`config.mk`:
```
export PLATFORM = sky130hd
export DESIGN_NAME = pong_game_state
export DESIGN_NICKNAME = d
export VERILOG_FILES = /design/src/rtl/pong_pkg.sv /design/src/rtl/pong_paddle_ctrl.sv /design/src/rtl/pong_game_state.sv
export SDC_FILE = /design/constraint.sdc
export NUM_CORES = 1
export LEC_CHECK = 0
export ABC_AREA = 1
export CORE_ASPECT_RATIO = 0.75
export CORE_MARGIN = 2
export CORE_UTILIZATION = 46
export CTS_CLUSTER_DIAMETER = 80
export CTS_CLUSTER_SIZE = 25
export DETAILED_ROUTE_END_ITERATION = 7
export PLACE_DENSITY_LB_ADDON = 0.15
export RECOVER_POWER = 25
export SYNTH_ARGS = -nofsm -noshare
export SYNTH_HDL_FRONTEND = slang
export SYNTH_SLANG_ARGS = --single-unit
```
`constraint.sdc`:
```
create_clock -name clock -period 3.2 [get_ports clock]
set_clock_uncertainty 0.05 [all_clocks]
set_input_delay 0.96 -clock clock [delete_from_list [all_inputs] [get_ports clock]]
set_output_delay 0.96 -clock clock [all_outputs]
set_load 0.005 [all_outputs]
```
`src/rtl/pong_pkg.sv`:
```
// Shared constants and types for the pong game-state core.
// The ball speed-up option is selected with the BALL_SPEEDUP_EN macro in pong_game_state.
package pong_pkg;

  // Default playfield and object geometry (pixels)
  localparam int PONG_SCREEN_W     = 640;
  localparam int PONG_SCREEN_H     = 480;
  localparam int PONG_BALL_SIZE    = 8;
  localparam int PONG_PADDLE_X     = 16;
  localparam int PONG_PADDLE_W     = 8;
  localparam int PONG_PADDLE_H     = 64;
  localparam int PONG_PADDLE_SPEED = 4;
  localparam int PONG_BALL_VX      = 2;
  localparam int PONG_BALL_VY      = 2;

  // Upper bound on horizontal speed when speed-up is enabled
  localparam int PONG_VEL_MAX      = 7;

  // Width of the coordinate outputs and of the wrap-free arithmetic
  localparam int POS_W   = 10;
  localparam int ARITH_W = 11;

  // Signed per-frame velocity
  typedef logic signed [POS_W-1:0] vel_t;

  // Serve: ball glued to the paddle; play: ball in flight
  typedef enum logic {
    SERVE = 1'b0,
    PLAY  = 1'b1
  } game_state_t;

  // Magnitude of a velocity (never called with the most negative value)
  function automatic vel_t vel_abs(input vel_t v);
    return v[POS_W-1] ? -v : v;
  endfunction

endpackage

```
`src/rtl/pong_paddle_ctrl.sv`:
```
// Paddle vertical position: joystick-driven, saturating at the top and
// bottom of the screen, advancing only on frame-update strobes.
module pong_paddle_ctrl
  import pong_pkg::*;
#(
  parameter int SCREEN_H     = PONG_SCREEN_H,
  parameter int PADDLE_H     = PONG_PADDLE_H,
  parameter int PADDLE_SPEED = PONG_PADDLE_SPEED
) (
  input  logic             i_clock,
  input  logic             i_reset_n,
  input  logic             i_update,
  input  logic             i_up,
  input  logic             i_down,
  output logic [POS_W-1:0] o_paddle_y,
  output logic [POS_W-1:0] o_paddle_y_next
);

  localparam logic [ARITH_W-1:0] L_Y_MAX   = ARITH_W'(SCREEN_H - PADDLE_H);
  localparam logic [ARITH_W-1:0] L_Y_RESET = ARITH_W'((SCREEN_H - PADDLE_H) / 2);
  localparam logic [ARITH_W-1:0] L_STEP    = ARITH_W'(PADDLE_SPEED);

  logic [POS_W-1:0]   r_paddle_y;
  logic [POS_W-1:0]   w_paddle_y_next;
  logic [ARITH_W-1:0] w_y_ext;

  // Candidate position for this frame; opposing inputs cancel out
  always_comb begin
    w_y_ext         = {1'b0, r_paddle_y};
    w_paddle_y_next = r_paddle_y;
    if (i_up && !i_down) begin
      if (w_y_ext < L_STEP) w_paddle_y_next = '0;
      else                  w_paddle_y_next = POS_W'(w_y_ext - L_STEP);
    end else if (i_down && !i_up) begin
      if ((w_y_ext + L_STEP) >= L_Y_MAX) w_paddle_y_next = POS_W'(L_Y_MAX);
      else                               w_paddle_y_next = POS_W'(w_y_ext + L_STEP);
    end
  end

  // Paddle register: centred on reset, moves once per frame
  always_ff @(posedge i_clock or negedge i_reset_n) begin
    if (!i_reset_n) begin
      r_paddle_y <= POS_W'(L_Y_RESET);
    end else if (i_update) begin
      r_paddle_y <= w_paddle_y_next;
    end
  end

  assign o_paddle_y      = r_paddle_y;
  assign o_paddle_y_next = w_paddle_y_next;

endmodule

```
`src/rtl/pong_game_state.sv`:
```
// Pong game-state core: ball position/velocity, paddle, serve/play state.
// Optional feature macro: BALL_SPEEDUP_EN -- each paddle return adds one
// pixel/frame of horizontal speed (capped); a miss restores serve speed.
module pong_game_state
  import pong_pkg::*;
#(
  parameter int SCREEN_W     = PONG_SCREEN_W,
  parameter int SCREEN_H     = PONG_SCREEN_H,
  parameter int BALL_SIZE    = PONG_BALL_SIZE,
  parameter int PADDLE_X     = PONG_PADDLE_X,
  parameter int PADDLE_W     = PONG_PADDLE_W,
  parameter int PADDLE_H     = PONG_PADDLE_H,
  parameter int PADDLE_SPEED = PONG_PADDLE_SPEED,
  parameter int BALL_VX      = PONG_BALL_VX,
  parameter int BALL_VY      = PONG_BALL_VY
) (
  input  logic             clock,
  input  logic             reset,
  input  logic             update_screen,
  input  logic             joystick_up,
  input  logic             joystick_down,
  input  logic             arcade_button_pressed,
  output logic [POS_W-1:0] ball_top,
  output logic [POS_W-1:0] ball_left,
  output logic [POS_W-1:0] paddleX,
  output logic [POS_W-1:0] paddleY
);

  localparam logic [ARITH_W-1:0] L_SCREEN_W    = ARITH_W'(SCREEN_W);
  localparam logic [ARITH_W-1:0] L_SCREEN_H    = ARITH_W'(SCREEN_H);
  localparam logic [ARITH_W-1:0] L_BALL_SIZE   = ARITH_W'(BALL_SIZE);
  localparam logic [ARITH_W-1:0] L_PADDLE_H    = ARITH_W'(PADDLE_H);
  localparam logic [ARITH_W-1:0] L_PADDLE_EDGE = ARITH_W'(PADDLE_X + PADDLE_W);
  localparam logic [ARITH_W-1:0] L_GLUE_OFS    = ARITH_W'((PADDLE_H - BALL_SIZE) / 2);
  localparam logic [ARITH_W-1:0] L_TOP_RESET   =
    ARITH_W'((SCREEN_H - PADDLE_H) / 2 + (PADDLE_H - BALL_SIZE) / 2);
`ifdef BALL_SPEEDUP_EN
  localparam logic [ARITH_W-1:0] L_VEL_MAX     = ARITH_W'(PONG_VEL_MAX);
`endif
  localparam vel_t L_SERVE_VX = POS_W'(BALL_VX);
  localparam vel_t L_SERVE_VY = POS_W'(BALL_VY);

  game_state_t      r_state;
  logic [POS_W-1:0] r_ball_left;
  logic [POS_W-1:0] r_ball_top;
  vel_t             r_vel_x;
  vel_t             r_vel_y;

  logic [POS_W-1:0]   w_paddle_y;
  logic [POS_W-1:0]   w_paddle_y_next;
  logic [ARITH_W-1:0] w_left_ext, w_top_ext, w_py_ext, w_ball_right;
  logic [ARITH_W-1:0] w_vx_mag, w_vy_mag;
  logic               w_vx_neg, w_vx_pos, w_vy_neg, w_vy_pos;
  logic               w_hit_right, w_hit_paddle, w_miss, w_hit_top, w_hit_bottom;
  logic [POS_W-1:0]   w_left_next, w_top_next, w_glue_top;
  vel_t               w_vx_next, w_vy_next;

  pong_paddle_ctrl #(
    .SCREEN_H     (SCREEN_H),
    .PADDLE_H     (PADDLE_H),
    .PADDLE_SPEED (PADDLE_SPEED)
  ) u_paddle (
    .i_clock         (clock),
    .i_reset_n       (reset),
    .i_update        (update_screen),
    .i_up            (joystick_up),
    .i_down          (joystick_down),
    .o_paddle_y      (w_paddle_y),
    .o_paddle_y_next (w_paddle_y_next)
  );

  // Collision detection and candidate ball motion from pre-update values
  always_comb begin
    w_left_ext   = {1'b0, r_ball_left};
    w_top_ext    = {1'b0, r_ball_top};
    w_py_ext     = {1'b0, w_paddle_y};
    w_ball_right = w_left_ext + L_BALL_SIZE;
    w_vx_mag     = {1'b0, vel_abs(r_vel_x)};
    w_vy_mag     = {1'b0, vel_abs(r_vel_y)};
    w_vx_neg     = r_vel_x[POS_W-1];
    w_vx_pos     = !r_vel_x[POS_W-1] && (r_vel_x != '0);
    w_vy_neg     = r_vel_y[POS_W-1];
    w_vy_pos     = !r_vel_y[POS_W-1] && (r_vel_y != '0);

    w_hit_right  = w_vx_pos && ((w_ball_right + w_vx_mag) >= L_SCREEN_W);
    // "left + vx <= edge" is rewritten as "left <= edge + |vx|" to stay unsigned
    w_hit_paddle = w_vx_neg
                && (w_left_ext >= L_PADDLE_EDGE)
                && (w_left_ext <= (L_PADDLE_EDGE + w_vx_mag))
                && ((w_top_ext + L_BALL_SIZE) > w_py_ext)
                && (w_top_ext < (w_py_ext + L_PADDLE_H));
    w_miss       = w_vx_neg && !w_hit_paddle && (w_left_ext < w_vx_mag);
    w_hit_top    = w_vy_neg && (w_top_ext < w_vy_mag);
    w_hit_bottom = w_vy_pos && ((w_top_ext + L_BALL_SIZE + w_vy_mag) >= L_SCREEN_H);

    w_left_next = r_ball_left;
    w_vx_next   = r_vel_x;
    if (w_hit_right) begin
      w_left_next = POS_W'(L_SCREEN_W - L_BALL_SIZE);
      w_vx_next   = -r_vel_x;
    end else if (w_hit_paddle) begin
      w_left_next = POS_W'(L_PADDLE_EDGE);
`ifdef BALL_SPEEDUP_EN
      // Velocity was negative, so the returned ball always travels right
      if (w_vx_mag >= L_VEL_MAX) w_vx_next = $signed(POS_W'(L_VEL_MAX));
      else                       w_vx_next = $signed(POS_W'(w_vx_mag + 11'd1));
`else
      w_vx_next   = -r_vel_x;
`endif
    end else if (w_vx_neg) begin
      // On a miss this underflows, but the miss path discards it
      w_left_next = POS_W'(w_left_ext - w_vx_mag);
    end else begin
      w_left_next = POS_W'(w_left_ext + w_vx_mag);
    end

    w_top_next = r_ball_top;
    w_vy_next  = r_vel_y;
    if (w_hit_top) begin
      w_top_next = '0;
      w_vy_next  = -r_vel_y;
    end else if (w_hit_bottom) begin
      w_top_next = POS_W'(L_SCREEN_H - L_BALL_SIZE);
      w_vy_next  = -r_vel_y;
    end else if (w_vy_neg) begin
      w_top_next = POS_W'(w_top_ext - w_vy_mag);
    end else begin
      w_top_next = POS_W'(w_top_ext + w_vy_mag);
    end

    // While served, the ball sits centred on the paddle's new position
    w_glue_top = POS_W'({1'b0, w_paddle_y_next} + L_GLUE_OFS);
  end

  // Serve/play state machine and ball registers, advanced once per frame
  always_ff @(posedge clock or negedge reset) begin
    if (!reset) begin
      r_state     <= SERVE;
      r_ball_left <= POS_W'(L_PADDLE_EDGE);
      r_ball_top  <= POS_W'(L_TOP_RESET);
      r_vel_x     <= L_SERVE_VX;
      r_vel_y     <= L_SERVE_VY;
    end else if (update_screen) begin
      case (r_state)
        SERVE: begin
          r_ball_left <= POS_W'(L_PADDLE_EDGE);
          r_ball_top  <= w_glue_top;
          if (arcade_button_pressed) r_state <= PLAY;
        end
        PLAY: begin
          if (w_miss) begin
            r_state     <= SERVE;
            r_ball_left <= POS_W'(L_PADDLE_EDGE);
            r_ball_top  <= w_glue_top;
            r_vel_x     <= L_SERVE_VX;
            r_vel_y     <= L_SERVE_VY;
          end else begin
            r_ball_left <= w_left_next;
            r_ball_top  <= w_top_next;
            r_vel_x     <= w_vx_next;
            r_vel_y     <= w_vy_next;
          end
        end
        default: r_state <= SERVE;
      endcase
    end
  end

  assign ball_left = r_ball_left;
  assign ball_top  = r_ball_top;
  assign paddleX   = POS_W'(PADDLE_X);
  assign paddleY   = w_paddle_y;

endmodule

```
### Yosys cells after proc, flatten, opt, wreduce, memory -nomap -nowiden

Index checks and enable logic that the tools add are counted.

| operators by class | value |
|---|---|
| add/subtract/negate cells | 15 |
| order comparisons | 10 |
| muxes and demuxes | 25 |
| bitwise logic cells | 1 |
| reductions and logical operators | 24 |

Operators by type and width:

| kind | count |
|---|---|
| $mux 10 | 20 |
| $pmux 10 s2 | 2 |
| $add 10x4->11 const B | 2 |
| $add 11x10->11 | 2 |
| $ge 11x9->1 const B | 2 |
| $add 10x10->10 | 2 |
| $lt 10x10->1 | 2 |
| $neg 10->10 | 2 |
| $reduce_bool 10->1 | 2 |
| $sub 10x10->10 | 2 |
| $logic_and 1x1->1 | 13 |
| $add 10x3->11 const B | 1 |
| $add 10x7->11 const B | 1 |
| $add 5x10->11 const A | 1 |
| $ge 11x10->1 const B | 1 |
| $gt 11x10->1 | 1 |
| $le 10x11->1 | 1 |
| $lt 10x11->1 | 1 |
| $add 10x5->10 const B | 1 |
| $ge 10x5->1 const B | 1 |
| $lt 10x3->1 const B | 1 |
| $sub 10x3->10 const B | 1 |
| $reduce_and 3->1 | 2 |
| $reduce_bool 3->1 | 2 |
| other kinds (4) | 9 |

| storage, ports and cells | value |
|---|---|
| register bits after elaboration | 51 |
| input port bits | 6 |
| output and inout bits | 40 |
| logic and storage cells | 81 |

### Longest topological paths before layout

Gate-level depths: netlist of the first run.

| depth | value |
|---|---|
| depth after elaboration | 12 |
| mapped depth | 27 |
| mapped depth without buffers | 27 |

### Modules after synthesis

Synthesis of the first run repeated with hierarchy kept, for this count alone.

| unflattened totals | value |
|---|---|
| cells, all modules | 1058 |
| area, all modules | 6937.9 um^2 |

Modules (own cells, without submodules):

| module | times used | cells each | area each (um^2) | sequential area each (um^2) |
|---|---|---|---|---|
| pong_game_state | 1 | 910 | 5962.0 | 987.2 |
| pong_paddle_ctrl | 1 | 148 | 975.9 | 254.0 |

### Least setup slack after synthesis of the first run

Ideal clock, no wire load.

| timing | value |
|---|---|
| kind | register -> register |
| start | reg r_vel_x[1] |
| end | reg r_vel_x[5] |
| library setup time | 0.126 ns |
| data arrival time | 3.216 ns |
| data required time | 3.024 ns |
| slack | -0.192 ns |
| cell stages (with the launch flop) | 21 |
| path buffers | 1 |
| clock period less this slack | 3.392 ns |
| cells stage by stage | dfstp_2 > inv_1 > ha_1 > nand4_1 > nand3_1 > nand2_1 > ha_1 > inv_1 > fa_1 > inv_1 > a21oi_1 > a21boi_0 > nand2_1 > or2_2 > nand3_1 > nand2_1 > nand2_1 > nand3_4 > nand2_4 > buf_8 > o21ai_0 |

| between the ends | value |
|---|---|
| word-level cells in the longest chain between the ends | 12 |
| elaborated cells on any way between the ends | 21 |
| those cells by class | add/sub: 3; order compare: 3; mux: 4; reduce/logical: 11 |

RTL lines:

| element | line | source |
|---|---|---|
| from (decl) | pong_game_state.sv:46 | `vel_t r_vel_x;` |
| from (signal assigned) | pong_game_state.sv:160 | `r_vel_x <= w_vx_next;` |
| $neg 10->10 | pong_pkg.sv:34, pong_game_state.sv:100, pong_game_state.sv:108 |  |
| $mux 10 | pong_pkg.sv:34 | `return v[POS_W-1] ? -v : v;` |
| $add 5x10->11 | pong_game_state.sv:89 | `&& (w_left_ext <= (L_PADDLE_EDGE + w_vx_mag))` |
| $le 10x11->1 | pong_game_state.sv:89 |  |
| $logic_and 1x1->1 | pong_game_state.sv:89 |  |
| $logic_and 1x1->1 | pong_game_state.sv:90 | `&& ((w_top_ext + L_BALL_SIZE) > w_py_ext)` |
| $logic_and 1x1->1 | pong_game_state.sv:91 | `&& (w_top_ext < (w_py_ext + L_PADDLE_H));` |
| $logic_not 1->1 | pong_game_state.sv:92 | `w_miss = w_vx_neg && !w_hit_paddle && (w_left_ext < w_vx_mag);` |
| $logic_and 1x1->1 (2 in a row) | pong_game_state.sv:92 |  |
| $reduce_bool 3->1 (no line) | -- |  |
| $reduce_and 3->1 (no line) | -- |  |

Parallel ways exist; a longest one is shown, timed or not. The select of a mux whose other input is x is not followed.
A chain may end at the register's enable or synchronous reset.

### Final worst setup path of the first run

| timing | value |
|---|---|
| start | reg r_vel_x[1] |
| end | reg r_vel_x[8] |

Same word-level chain as after synthesis.

==> results by group, run 1 <==
Outcome
  – Run status: finished with violations
  – Failing checks: setup timing

Clocking
  – TritonCTS clock tree: done
  – Clock Tree Root: clkbuf_16
  – H-tree Lvls: 2
  – Clock Pin Slew Worst Setup and Hold Paths: around 0.070 ns
  – Clock Path Buffers: 2
  – Hold-fix buffer count after cts: 0
  – Sink count of the clock tree: 49
  – Clock latency on the worst-skew pair: 0.30 ns
  – Num CTS Buffers: 5

Synthesis
  – Synthesized area: 6698 µm²
  – Yosys top cell area share: between 10% and 20%
  – Largest cells by area after synthesis: ha_1 17%, nand2_1 15%, dfrtp_1 14%
  – Syn_area_per_cell: 6.522 µm²
  – Netlist cell types: 48
  – Main synth FF type: dfrtp_1
  – Seq/Total Area, Yosys: 18.53%
  – Ys async rst share: 100.0%
  – Yosys warns: 0
  – Register bit total from synthesis: 49
  – Post-Syn Instances: 1,027
  – Post-synth EDFFs: 0
  – Leading area contributor after synthesis: ha_1
  – Synth top cells by count: 276 x nand2_1, 143 x inv_1, 99 x nand3_1, 92 x ha_1, 74 x o21ai_0
  – Most instantiated library cell after synthesis: nand2_1

Floorplanning
  – FP Rows: 38
  – Die Y-Extent: roughly 110 µm
  – Io pins: 46
  – Core area: 14,360 µm²
  – Die ar.: about 16,000 µm²
  – Die width: 143.3 µm
  – Initial Util: 46.65%

Timing
  – Fin. max-slew vios: 0
  – Worst slew margin: 2.115%
  – Tcrit/Tclk final: 108.7%
  – Setup Viol. Count Final: 38
  – Fin. Hold Viols: 0
  – Slew @ Worst Pin: ~1.5 ns
  – Worst setup margin: -0.2790 ns
  – Fin crit period: 3.479 ns
  – RSZ-0062 raised after global routing: true
  – Max Fclk: around 290 MHz

Worst setup path
  – Crit path to: r_vel_x[8]
  – R2r worst-path depth: 25
  – R2R Path End: r_vel_x[8]
  – Worst-path maximum fanout: 7
  – Crit. End Element: flop
  – Reg2reg setup slack: -0.28 ns
  – Critical path required time: 3.37 ns
  – Critical path data arrival time: roughly 3.7 ns
  – CP Launch Point: r_vel_x[1]
  – R2r startpoint: r_vel_x[1]
  – Setup CP Type: reg -> reg
  – CP Launch Type: flop

Cells and area
  – Multi-input gate area: 5304 µm²
  – Synth-to-Final Area Change: 36.99%
  – Seq. cell area: ~1200 µm²
  – Fin nets: 1,332
  – Layout fillers: 1,312
  – Inserted Diodes: 0
  – Share of cells above drive strength 1: 25.96%
  – Util after Layout: between 60% and 70%

Place
  – Number of port buffers: 35
  – RD Place Congestion: around 0.92
  – HPWL after detailed placement: 16.58 mm

Global route
  – Initial antenna violation count: 0
  – Vias in the first global route: 6,540
  – GRT Residual Overflow: 0
  – Pin count of the biggest net entering global routing: 25
  – Total track usage: 26.96%
  – First-pass GRT wire length: between 30 and 40 mm

Route
  – DRT Pass-1 Iters: 5
  – DRT iter0 DRCs: 556
  – Post-route DRC: 0
  – Post-DRT Antenna Nets: 0
  – Post-Route WL: between 20 and 25 mm
  – Mean routed wirelength per cell: 14.85 µm
  – Vias: around 7,400
  – DR vias/cell: 5.199

Min path
  – Hold crit path type: reg -> reg

Flow run
  – # Max-Cap Violations: 0
## logic make-up (layout without fill, tap and decap cells)
| logic type | after synthesis | in the layout | share of synthesized area [%] |
|---|---|---|---|
| AND/OR/NAND/NOR | 502 | 503 | 32.92 |
| adder cells (fa/ha/maj) | 101 | 101 | 19.88 |
| other | 2 | 13 | 0.1121 |
| flip-flops | 49 | 49 | 18.53 |
| multiplexers | 1 | 1 | 0.1495 |
| AO/OA/AOI/OAI | 170 | 170 | 14.18 |
| buffers and inverters | 175 | 361 | 10.70 |
| XOR/XNOR | 27 | 27 | 3.531 |
## layout by cell type, fill, tap and decap left out, types with 6 or more instances in the layout
| master | count |
|---|---|
| o21ai_2 | 8 |
| o21bai_1 | 6 |
| dfrtp_1 | 35 |
| nand3_1 | 86 |
| buf_6 | 9 |
| fa_1 | 6 |
| a21oi_2 | 8 |
| nand2_2 | 21 |
| inv_2 | 9 |
| nor3_1 | 7 |
| buf_4 | 163 |
| nand3_2 | 13 |
| o21ai_0 | 54 |
| nand2_1 | 252 |
| clkdlybuf4s50_1 | 34 |
| o211ai_1 | 6 |
| nor2_1 | 62 |
| xor2_1 | 20 |
| ha_1 | 76 |
| inv_1 | 133 |
| a21oi_1 | 49 |
| nor2_2 | 7 |
| o21ai_1 | 18 |
| conb_1 | 13 |
| nand2_4 | 8 |
| nand4_1 | 17 |
| ha_4 | 12 |
| dfstp_2 | 12 |
## per-stage QoR
stage | worst slack (ns) | cells | cell area (µm²) | setup TNS, ns | hold WS, ns
global placement | -0.3024 | 1394 | 8357 | -7.005 | 0.4493
global route | -0.4490 | 1425 | 9175 | -14.18 | 0.5114
CTS | -0.1889 | 1416 | 8841 | -4.286 | 0.4882
detailed placement | -0.3741 | 1394 | 8357 | -8.981 | 0.4525
floorplan | -0.008281 | 1038 | 6795 | -0.02477 | 0.4210
finish | -0.2790 | 1425 | 9175 | -6.538 | 0.4889
## metal layers
| layer | GRT usage, % | share of wire [%] | wire length (µm) | up-vias |
|---|---|---|---|---|
| met3 | 4.473 | 5.9 | 1245 | 19 |
| met1 | 43.12 | 50 | 10680 | 3426 |
| met4 | 3.571 | 0.86 | 181 | 0 |
| met5 | 0 | 0 | 0 | - |
| met2 | 38.35 | 43 | 9063 | 232 |
| li1 | - | - | - | 3732 |
## layout make-up
| class | instances | share of cell area (%) |
|---|---|---|
| clock inverter | 1 | 0.08182 |
| tap | 200 | 2.727 |
| inverter | 147 | 6.123 |
| clock buffer | 6 | 1.514 |
| timing repair buffer | 207 | 18.19 |
| multi-input combinational | 815 | 57.81 |
| sequential | 49 | 13.56 |
## sequential cells by signal, indices dropped and copies added (netlist names)
register and count:
ball_left 10, r_state 1, r_vel_x 9, u_paddle.o_paddle_y 10, ball_top 10, r_vel_y 9
## worst min path at each step
stage	from	to	slack (ns)	cells after the start
3_3_place_gp	r_vel_x[2]	r_vel_x[2]	0.45	2
5_1_grt	ball_left[0]	ball_left[0]	0.51	2
4_1_cts	ball_top[6]	ball_top[6]	0.49	2
2_1_floorplan	r_vel_x[2]	r_vel_x[2]	0.42	2
3_5_place_dp	r_vel_x[2]	r_vel_x[2]	0.45	2
6_report	ball_top[6]	ball_top[6]	0.49	2
## repair_timing
| item | CTS | global route |
|---|---|---|
| pin swaps | 47 | 51 |
| gates cloned | 1 | 0 |
| gates resized for setup | 74 | 66 |
| setup buffers | 15 | 9 |
| hold endpoints to repair | 0 | 0 |
| setup endpoints to repair | 38 | 39 |
## critical path: stages (launching register included)
cell and delay [ns]:
dfstp_2 0.59, inv_4 0.07, ha_4 0.17, inv_1 0.05
nand2_1 0.05, nand2_1 0.07, nand2_1 0.06, nand2_2 0.10
buf_6 0.11, inv_1 0.05, fa_1 0.44, inv_2 0.12
nand2_1 0.08, nand2_1 0.09, nand4_1 0.13, nand3_2 0.12
nand3_1 0.07, nand2_1 0.10, xnor2_2 0.12, nand2_2 0.10
nand2_2 0.08, buf_6 0.11, nand3_4 0.15, nand2_8 0.13
nand2_1 0.09, o21ai_2 0.08
Power of run 1 is not shown: default switching activity piles up to over one toggle a cycle in this logic, so the estimate is an artifact.
==> run 2: changes to the inputs <==
--- a/config.mk
+++ b/config.mk
@@ -9,7 +9,6 @@
 export CORE_ASPECT_RATIO = 0.75
 export CORE_MARGIN = 2
 export CORE_UTILIZATION = 46
-export CTS_CLUSTER_DIAMETER = 80
 export CTS_CLUSTER_SIZE = 25
 export DETAILED_ROUTE_END_ITERATION = 7
 export PLACE_DENSITY_LB_ADDON = 0.15
==> results of run 2 <==
The final DEF is identical to that of run 1; final timing and power are the same.
Power of run 2 is left out for the same reason.
==> run 3: changes to the inputs <==
--- a/config.mk
+++ b/config.mk
@@ -11,6 +11,7 @@
 export CORE_UTILIZATION = 46
 export CTS_CLUSTER_SIZE = 25
 export DETAILED_ROUTE_END_ITERATION = 7
+export GPL_ROUTABILITY_DRIVEN = 0
 export PLACE_DENSITY_LB_ADDON = 0.15
 export RECOVER_POWER = 25
 export SYNTH_ARGS = -nofsm -noshare
==> results by group, run 3 (same netlist as run 1, synthesis figures left out) <==
Outcome
  – Run status: finished with violations
  – Failing checks: capacitance limit, slew limit, setup timing

Worst setup path
  – Setup CP Type: reg -> reg
  – R2r worst-path depth: 23 (-8.0%)
  – Critical path required time: 3.38 ns (about the same)
  – Crit. End Element: flop
  – Worst-path maximum fanout: 5 (-2)
  – CP Launch Type: flop
  – Critical path data arrival time: 3.72 ns (+0.07 ns)

Floorplanning
  – Initial Util: 46.65% (unchanged)
  – FP Rows: 38 (unchanged)
  – Core area: 14,360 µm² (unchanged)
  – Die Y-Extent: 108.5 µm (unchanged)
  – Die ar.: 15,550 µm² (unchanged)
  – Die width: 143.3 µm (unchanged)
  – Io pins: 46 (unchanged)

Clocking
  – Num CTS Buffers: 5 (unchanged)
  – TritonCTS clock tree: done
  – H-tree Lvls: 2 (unchanged)
  – Clock latency on the worst-skew pair: 0.30 ns (about the same)
  – Sink count of the clock tree: 49 (unchanged)
  – Clock Pin Slew Worst Setup and Hold Paths: 0.07 ns (about the same)
  – Clock Path Buffers: 2 (unchanged)
  – Hold-fix buffer count after cts: 0 (unchanged)
  – Clock Tree Root: clkbuf_16

Place
  – Setup WS pre-CTS: -0.4081 ns (-0.03394 ns)
  – Dpl cells: 1,391 (-0.22%)
  – HPWL after detailed placement: 16.51 mm (-0.44%)
  – Number of port buffers: 35 (unchanged)
  – Post-Place Cell Area: 8334 µm² (-0.27%)

Min path
  – Hold path depth: 2 (unchanged)
  – Hold crit path type: reg -> reg

Flow run
  – # Max-Cap Violations: 1 (+1)

Cells and area
  – Share of cells above drive strength 1: 26.89% (+0.94 points)
  – Most frequent cells in the layout: 248 x nand2_1, 165 x buf_4, 128 x inv_1
  – Fin nets: 1,333 (+0.075%)
  – Final instance area: 9238 µm² (+0.68%)
  – Synth-to-Final Area Change: 37.92%
  – Layout fillers: 1,330 (+1.4%)
  – Layout Cells excl Fill: 1,427 (+0.14%)
  – Most common cell after layout, fill and taps aside: nand2_1
  – Inserted Diodes: 0 (unchanged)

Timing
  – Worst slew margin: -3.796% (-5.9 points)
  – Fin Hold WS: 0.4860 ns (-0.002945 ns)
  – Tcrit/Tclk final: 110.4% (+1.7 points)
  – Max Fclk: 283.0 MHz (-1.5%)
  – Worst setup margin: -0.3336 ns (-0.05455 ns)
  – Fin. Hold Viols: 0 (unchanged)
  – Fin crit period: 3.534 ns (+0.05455 ns)
  – Setup Viol. Count Final: 38 (unchanged)
  – Slew @ Worst Pin: 1.557 ns (+0.08866 ns)
  – Fin. max-slew vios: 28 (+28)
  – RSZ-0062 raised after global routing: true

Global route
  – GRT Residual Overflow: 0 (unchanged)
  – Pin count of the biggest net entering global routing: 28 (+12%)
  – Vias in the first global route: 6,594 (+0.83%)
  – Initial antenna violation count: 0 (unchanged)
  – First-pass GRT wire length: 33.11 mm (-0.56%)
  – Total track usage: 26.69% (-0.27 points)

Route
  – DR vias/cell: 5.194 (about the same)
  – Post-Route WL: 21.01 mm (-0.73%)
  – Post-route DRC: 0 (unchanged)
  – Mean routed wirelength per cell: 14.73 µm (-0.87%)
  – Post-DRT Antenna Nets: 0 (unchanged)
  – Vias: 7,412 (+0.040%)
  – DRT iter0 DRCs: 558 (+0.36%)
  – DRT Pass-1 Iters: 5 (unchanged)
==> run 3: cell count changes in the layout (fill, tap and decap cells not counted), sizes merged <==
cell	change
buf	+1
clkinvlp	-1
clkbuf	+1
bufinv	+1
==> run 3: area by class of cell <==
| type | count | area (µm²) | share of cell area (%) |
|---|---|---|---|
| Clock buffer | 7 | 142.6 | 1.544 |
| Clock inverter | 1 | 30.03 | 0.3251 |
| Inverter | 147 | 569.3 | 6.163 |
| Multi-Input combinational cell | 815 | 5313 | 57.51 |
| Sequential cell | 49 | 1242 | 13.45 |
| Tap cell | 200 | 250.2 | 2.709 |
| Timing Repair Buffer | 208 | 1690 | 18.30 |
==> run 3: stage by stage <==
| step | util [%] | setup TNS (ns) |
|---|---|---|
| 3_5_place_dp | 58.04 | -8.907 |
| 3_3_place_gp | 58.04 | -7.930 |
| 5_1_grt | 64.33 | -14.14 |
| 2_1_floorplan | - | -0.02477 |
| 6_report | 64.33 | -7.535 |
| 4_1_cts | 61.66 | -4.059 |
==> run 3: critical path, stage by stage (launching register included) <==
cell	delay (ns)
dfrtp_2	0.43
buf_4	0.15
inv_1	0.06
nand2_1	0.09
nand2_1	0.12
nand3_2	0.11
nand2_2	0.11
ha_2	0.21
inv_1	0.06
fa_1	0.48
buf_4	0.16
o21ai_0	0.15
nand2_1	0.09
nand3_2	0.11
nand3_2	0.08
nand2_2	0.09
xnor2_2	0.13
nand2_2	0.10
nand2_2	0.08
buf_6	0.11
nand3_4	0.17
buf_6	0.18
o22ai_2	0.07
inv_1	0.05
==> run 3: path summary, 6_finish.rpt <==
check                             startpoint                     end  slack [ns]
worst max-delay path              r_vel_x[3]            ball_left[3]       -0.33
worst max register to register    r_vel_x[3]            ball_left[3]       -0.33
worst min register to register  ball_left[0]            ball_left[0]        0.49
max in group asynchronous              reset  u_paddle.o_paddle_y[7]        1.10
worst min-delay path            ball_left[0]            ball_left[0]        0.49
min in group asynchronous              reset            ball_left[1]        0.99
==> run 3: timing repair <==
item | in CTS | in global routing
endpoints found under the setup margin | 39 | 39
setup buffers | 18 | 9
resized for setup | 69 | 83
pin swaps | 32 | 43
hold endpoints to repair | 0 | 0
cloned | 0 | 1
==> run 3: per-layer routing <==
| metal | global-route usage [%] | vias to the layer above | share of wire (%) |
|---|---|---|---|
| met1 | 42.08 | 3410 | 51 |
| met4 | 3.221 | 0 | 1.1 |
| met5 | 0 | - | 0 |
| met2 | 39.75 | 242 | 42 |
| met3 | 3.322 | 22 | 6.2 |
| li1 | - | 3738 | - |
Power of run 3 is left out for the same reason.
